===== src/rtl/uart_ctrl_pkg.sv =====
// Shared definitions for the UART receive/transmit controllers:
// the controller state encoding, default sizing constants and a width helper.
package uart_ctrl_pkg;

  localparam int DEFAULT_NUM_OF_BYTES = 4;
  localparam int DEFAULT_ADDR_WIDTH   = 4;
  localparam int DEFAULT_GAP_TIMEOUT  = 1000;

  typedef enum logic [2:0] {
    IDLE,
    WAIT_BYTE,
    WRITE,
    DONE,
    ERROR
  } rx_ctrl_state_t;

  // A timeout of 0 (disabled) still needs a one-bit counter to stay legal.
  function automatic int gap_timer_width(input int timeout);
    return (timeout < 1) ? 1 : $clog2(timeout + 1);
  endfunction

endpackage


===== src/rtl/uart_rx_gap_timer.sv =====
// Counts consecutive idle cycles between received bytes and flags the cycle
// in which the configured gap limit is reached.
module uart_rx_gap_timer
  import uart_ctrl_pkg::*;
#(
  parameter int GAP_TIMEOUT = DEFAULT_GAP_TIMEOUT
) (
  input  logic clk,
  input  logic rstn,
  input  logic clear,
  input  logic count_en,
  output logic expired
);

  localparam int          W       = gap_timer_width(GAP_TIMEOUT);
  localparam int          LAST_I  = (GAP_TIMEOUT > 0) ? GAP_TIMEOUT - 1 : 0;
  localparam logic [W-1:0] LAST   = W'(LAST_I);

  logic [W-1:0] r_count;

  // NOTE: sequential state is updated with non-blocking assignments only, so
  // every flop samples the pre-edge value of every other flop.
  always_ff @(posedge clk or negedge rstn) begin
    if (!rstn) begin
      r_count <= '0;
    end else if (clear) begin
      r_count <= '0;
    end else if (count_en && (r_count != LAST)) begin
      r_count <= r_count + W'(1);
    end
  end

  // Fires during the GAP_TIMEOUT-th counted cycle so the controller leaves at that edge.
  assign expired = (GAP_TIMEOUT != 0) && count_en && !clear && (r_count == LAST);

endmodule


===== src/rtl/uart_rx_control.sv =====
// Receive-side message controller: stores NUM_OF_BYTES UART bytes into RAM at
// consecutive addresses, flagging frame errors and inter-byte gap timeouts.
module uart_rx_control
  import uart_ctrl_pkg::*;
#(
  parameter int NUM_OF_BYTES = DEFAULT_NUM_OF_BYTES,
  parameter int ADDR_WIDTH   = DEFAULT_ADDR_WIDTH,
  parameter int GAP_TIMEOUT  = DEFAULT_GAP_TIMEOUT
) (
  input  logic                  clk,
  input  logic                  rstn,
  input  logic                  rx_enable,
  input  logic                  uart_rx_done,
  input  logic [7:0]            uart_rx_data,
  input  logic                  uart_rx_frame_err,
  output logic [ADDR_WIDTH-1:0] mem_write_addr,
  output logic [7:0]            mem_write_data,
  output logic                  mem_write_enable,
  output logic [ADDR_WIDTH:0]   byte_count,
  output logic                  reception_done,
  output logic                  rx_error
);

  localparam logic [ADDR_WIDTH:0] LAST_COUNT = (ADDR_WIDTH + 1)'(NUM_OF_BYTES);

  rx_ctrl_state_t          r_state,  w_state_nxt;
  logic [ADDR_WIDTH:0]     r_j,      w_j_nxt;
  logic [ADDR_WIDTH-1:0]   r_addr,   w_addr_nxt;
  logic [7:0]              r_data,   w_data_nxt;
  logic                    r_we,     w_we_nxt;
  logic                    r_done,   w_done_nxt;
  logic                    r_err,    w_err_nxt;

  logic                    w_byte_ok;
  logic [ADDR_WIDTH:0]     w_j_inc;
  logic                    w_gap_clear;
  logic                    w_gap_count_en;
  logic                    w_gap_expired;

  assign w_byte_ok = uart_rx_done && !uart_rx_frame_err;
  assign w_j_inc   = r_j + (ADDR_WIDTH + 1)'(1);

  // The gap only matters once a message has started.
  assign w_gap_count_en = (GAP_TIMEOUT != 0) && (r_state == WAIT_BYTE) && (r_j != '0);
  assign w_gap_clear    = (r_state != WAIT_BYTE) || w_byte_ok;

  uart_rx_gap_timer #(
    .GAP_TIMEOUT (GAP_TIMEOUT)
  ) u_gap_timer (
    .clk      (clk),
    .rstn     (rstn),
    .clear    (w_gap_clear),
    .count_en (w_gap_count_en),
    .expired  (w_gap_expired)
  );

  always_ff @(posedge clk or negedge rstn) begin
    if (!rstn) begin
      r_state <= IDLE;
      r_j     <= '0;
      r_addr  <= '0;
      r_data  <= '0;
      r_we    <= 1'b0;
      r_done  <= 1'b0;
      r_err   <= 1'b0;
    end else begin
      r_state <= w_state_nxt;
      r_j     <= w_j_nxt;
      r_addr  <= w_addr_nxt;
      r_data  <= w_data_nxt;
      r_we    <= w_we_nxt;
      r_done  <= w_done_nxt;
      r_err   <= w_err_nxt;
    end
  end

  always_comb begin
    // NOTE: every signal assigned here gets a default first, so no path can
    // leave one unassigned and infer a latch.
    w_state_nxt = r_state;
    w_j_nxt     = r_j;
    w_addr_nxt  = r_addr;
    w_data_nxt  = r_data;
    w_we_nxt    = 1'b0;
    w_done_nxt  = r_done;
    w_err_nxt   = r_err;

    unique case (r_state)
      IDLE: begin
        if (rx_enable) w_state_nxt = WAIT_BYTE;
      end

      WAIT_BYTE: begin
        if (!rx_enable) begin
          w_state_nxt = IDLE;
        end else if (uart_rx_done) begin
          // A byte in the timeout cycle wins over the timeout.
          if (uart_rx_frame_err) begin
            w_err_nxt   = 1'b1;
            w_state_nxt = ERROR;
          end else begin
            w_data_nxt  = uart_rx_data;
            w_addr_nxt  = r_j[ADDR_WIDTH-1:0];
            w_we_nxt    = 1'b1;
            w_state_nxt = WRITE;
          end
        end else if (w_gap_expired) begin
          w_err_nxt   = 1'b1;
          w_state_nxt = ERROR;
        end
      end

      WRITE: begin
        if (!rx_enable) begin
          w_state_nxt = IDLE;
        end else begin
          w_j_nxt = w_j_inc;
          if (w_j_inc == LAST_COUNT) begin
            w_done_nxt  = 1'b1;
            w_state_nxt = DONE;
          end else begin
            w_state_nxt = WAIT_BYTE;
          end
        end
      end

      DONE, ERROR: begin
        if (!rx_enable) w_state_nxt = IDLE;
      end

      default: w_state_nxt = IDLE;
    endcase

    // Entering or sitting in IDLE discards all message progress.
    if (w_state_nxt == IDLE) begin
      w_j_nxt    = '0;
      w_addr_nxt = '0;
      w_data_nxt = '0;
      w_we_nxt   = 1'b0;
      w_done_nxt = 1'b0;
      w_err_nxt  = 1'b0;
    end
  end

  assign mem_write_addr   = r_addr;
  assign mem_write_data   = r_data;
  assign mem_write_enable = r_we;
  assign byte_count       = r_j;
  assign reception_done   = r_done;
  assign rx_error         = r_err;

endmodule


===== config.mk =====
export PLATFORM = sky130hd
export DESIGN_NAME = uart_rx_control
export DESIGN_NICKNAME = d
export VERILOG_FILES = /design/src/rtl/uart_ctrl_pkg.sv /design/src/rtl/uart_rx_gap_timer.sv /design/src/rtl/uart_rx_control.sv
export SDC_FILE = /design/constraint.sdc
export NUM_CORES = 1
export LEC_CHECK = 0
export ABC_AREA = 1
export BUFFER_PORTS_ARGS = -buffer_cell sky130_fd_sc_hd__buf_2
export CORE_AREA = 3 3 57 72
export DETAILED_ROUTE_END_ITERATION = 12
export DIE_AREA = 0 0 60 75
export MAX_ROUTING_LAYER = met4
export PLACE_DENSITY = 0.76
export SYNTH_ARGS = -nofsm -noshare
export SYNTH_HDL_FRONTEND = slang
export SYNTH_SLANG_ARGS = --single-unit

===== constraint.sdc =====
create_clock -name clk -period 2.23 [get_ports clk]
set_input_delay 0.223 -clock clk [delete_from_list [all_inputs] [get_ports clk]]
set_output_delay 0.223 -clock clk [all_outputs]
set_load 0.01 [all_outputs]

==> run summary <==
Die height - 75 um
Most used standard cell by instance count after synthesis - nand2_1
Drt first pass iters - 4
H-tree Lvls - 2
Post-Syn Area - 1899 um^2
Top-Level Pins - 33
Rows - 24
I/O Buffers - 32
Grt ovf - 0
WS Path Type - reg2reg
Initial Utilization - 54.53%
Clock slew at reported path FFs - 70 ps
Synth area leaders - dfrtp_1 (43%), nand2_2 (8.6%), nand2_1 (8.3%)
Max cap viols - 0
Initial antenna violation count - 0
Most frequent cells after synthesis - nand2_1 (42), dfrtp_1 (33), nand2_2 (26)
Cells after Synth - 221
Fmax - 0.5394 GHz
Setup crit end kind - flip-flop
Failing checks - negative hold slack
CP Launch Type - flip-flop
Slew margin rel. - 51.42%
Chip width - 60 um
Cells resized by post-CTS repair - 0
Min-Delay Path Class - in2async
Largest net degree at the start of global routing - 34
Final setup violation count - 0
Placed inst area - 2097 um^2
DRC Markers - 0
Fraction of final layout cells sized beyond drive strength 1 - 39.38%
Fin crit share - 83.13%
Area leader, netlist - dfrtp_1
Post-synthesis cell type count - 30
Antenna diode count - 0
PD cells - 547.0 nW/um^2
Slew Limit Fails - 0
GR Util All Layers - 18.59%
Period minus WS final - 1854 ps
First-pass GRT wire length - 6.113 mm
Clk Latency, worst-skew pair - 290 ps
Synth top area share - 43.48%
Async set-or-reset flop fraction in the synthesized netlist - 100.0%
Routed wire per std cell - 11.69 um
Deepest clock path buffer count - 2
Mean area per synthesized cell - 8.594 um^2
Vias per cell - 4.909
Syn_nets - 238
Post-synthesis sequential area ratio - 43.48%
Vias in the first global route - 1377
Number of flops mapped to enable cells by yosys - 0
Full die area - 4500 um^2
Final WL - 3.485 mm
Clock root cell - clkbuf_8
Min Hold Slack - -8.761 ps
Worst VDD drop - 0.4074 mV
CTS tree - yes
Setup TNS Final - 0 ps
Status - complete, but fails checks
Yosys warns - 0
Cts hold-fix bufs - 0
Worst Max-Slew Pin Slew - 728.6 ps
Area growth syn-to-layout - 14.95%
Arr. time, crit path - 2030 ps
Post-route cell area - 2183 um^2
Antenna Nets Post-Route - 0
Gp weighted congestion - 0.8172
Clock skew - 5.855 ps
Most used DFF post-synth - dfrtp_1
Num CTS Buffers - 5
Clock sinks - 33
Flops & latches, synth - 33
Worst Path Required - 2410 ps
Starting DRT DRC Count - 43
HPWL after DPL - 2.580 mm
Fillers - 309
Nets - 275
CP Max Fanout - 11
Core area - 3483 um^2
Lkg Pwr - 1.134 nW
Unrepaired setup endpoints after global routing - false
Final hold violations - 19
Via count - 1463
Post-CTS setup repair buffer count - 0
==> per-stage QoR <==
step | worst slack [ps] | utilization, % | std cells | total power, mW
6_report | 376.2 | 62.68 | 298 | 1.194
2_1_floorplan | 591.2 | - | 221 | 0.7256
4_1_cts | 366.9 | 62.68 | 298 | 1.215
3_3_place_gp | 402.5 | 60.20 | 290 | 0.7683
3_5_place_dp | 377.1 | 60.20 | 290 | 0.7688
5_1_grt | 172.1 | 62.68 | 298 | 1.248
==> cell families (layout without fill, tap and decap cells) <==
| kind of cell | Yosys count | in the layout | share of synthesized area, % |
|---|---|---|---|
| adder cells (fa/ha/maj) | 4 | 4 | 2.635 |
| AND/OR/NAND/NOR | 133 | 133 | 40.18 |
| multiplexers | 1 | 1 | 0.5270 |
| XOR/XNOR | 3 | 3 | 1.384 |
| flip-flops | 33 | 33 | 43.48 |
| buffers and inverters | 29 | 67 | 6.324 |
| AO/OA/AOI/OAI | 18 | 18 | 5.468 |
==> registers in the layout, indices dropped and copies added (netlist names) <==
name,count
mem_write_enable,1
byte_count,5
u_gap_timer.r_count,10
reception_done,1
rx_error,1
r_state,3
mem_write_data,8
mem_write_addr,4
==> critical path, cell delays in order (launching register included) <==
cell and delay [ps]:
dfrtp_1 450, ha_1 300, nand2_1 120, clkinv_1 70, nand3_2 90, nor2_4 40, nand2_2 70, nand2_4 60
a21boi_1 150, nand2_2 230, nand2_1 130, nand2_1 50
==> final cells by class <==
cell class,instances,area [um^2],share of cell area [%]
multi-input cells,159,953.4,43.67
flip-flops and latches,33,825.8,37.82
repair buffers,34,175.2,8.023
inverters,25,93.84,4.298
clock buffers,5,68.82,3.152
well taps,39,48.80,2.235
clock inverters,3,17.52,0.8023
==> worst paths after layout <==
kind,from,endpoint,slack [ps],cells past startpoint
max,u_gap_timer.r_count[0],mem_write_data[1],380,11
min,rstn,byte_count[1],-9,1
max reg2reg,u_gap_timer.r_count[0],mem_write_data[1],380,11
min reg2reg,mem_write_data[4],mem_write_data[4],480,2
max in group asynchronous,rstn,u_gap_timer.r_count[1],1770,1
min in group clk,uart_rx_data[7],mem_write_data[7],140,3
==> cells in the final DEF (no fill, tap or decap) <==
cell type	synthesis	routed
ha_1	4	4
o31ai_1	1	1
mux2i_1	1	1
nor2_2	11	11
nand2_2	26	26
nand3_1	10	10
nand3b_1	1	1
dfrtp_1	33	33
nand4_1	8	8
nor2_1	15	15
a211oi_1	1	1
buf_4	0	2
xor2_1	3	3
clkbuf_8	0	5
a21boi_1	1	1
o21ai_2	1	1
nor2_4	6	6
buf_2	3	32
clkinvlp_4	0	1
nor3_1	3	3
nand2_1	42	42
or2_2	1	1
nor2_8	1	1
clkinv_2	0	2
inv_1	19	19
o21ai_0	7	7
inv_2	5	5
nand4_2	1	1
o21a_1	1	1
clkinv_1	1	1
nand3_2	1	1
a21oi_1	6	6
nand2_4	7	7
==> metal layers <==
metal / vias to the layer above / GRT usage (%) / wire (um)
met5: - / - / 0
met1: 653 / 23.10 / 1600
li1: 775 / - / -
met4: 0 / 6.650 / 46
met3: 5 / 5.146 / 157
met2: 30 / 28.85 / 1680
==> power breakdown <==
group	internal (mW)	switching [mW]	total, mW
Clock	0.215	0.225	0.440
Combinational	0.0422	0.0955	0.138
Sequential	0.609	0.00773	0.616
Total	0.866	0.328	1.19
(Power assumes the default switching activity.)
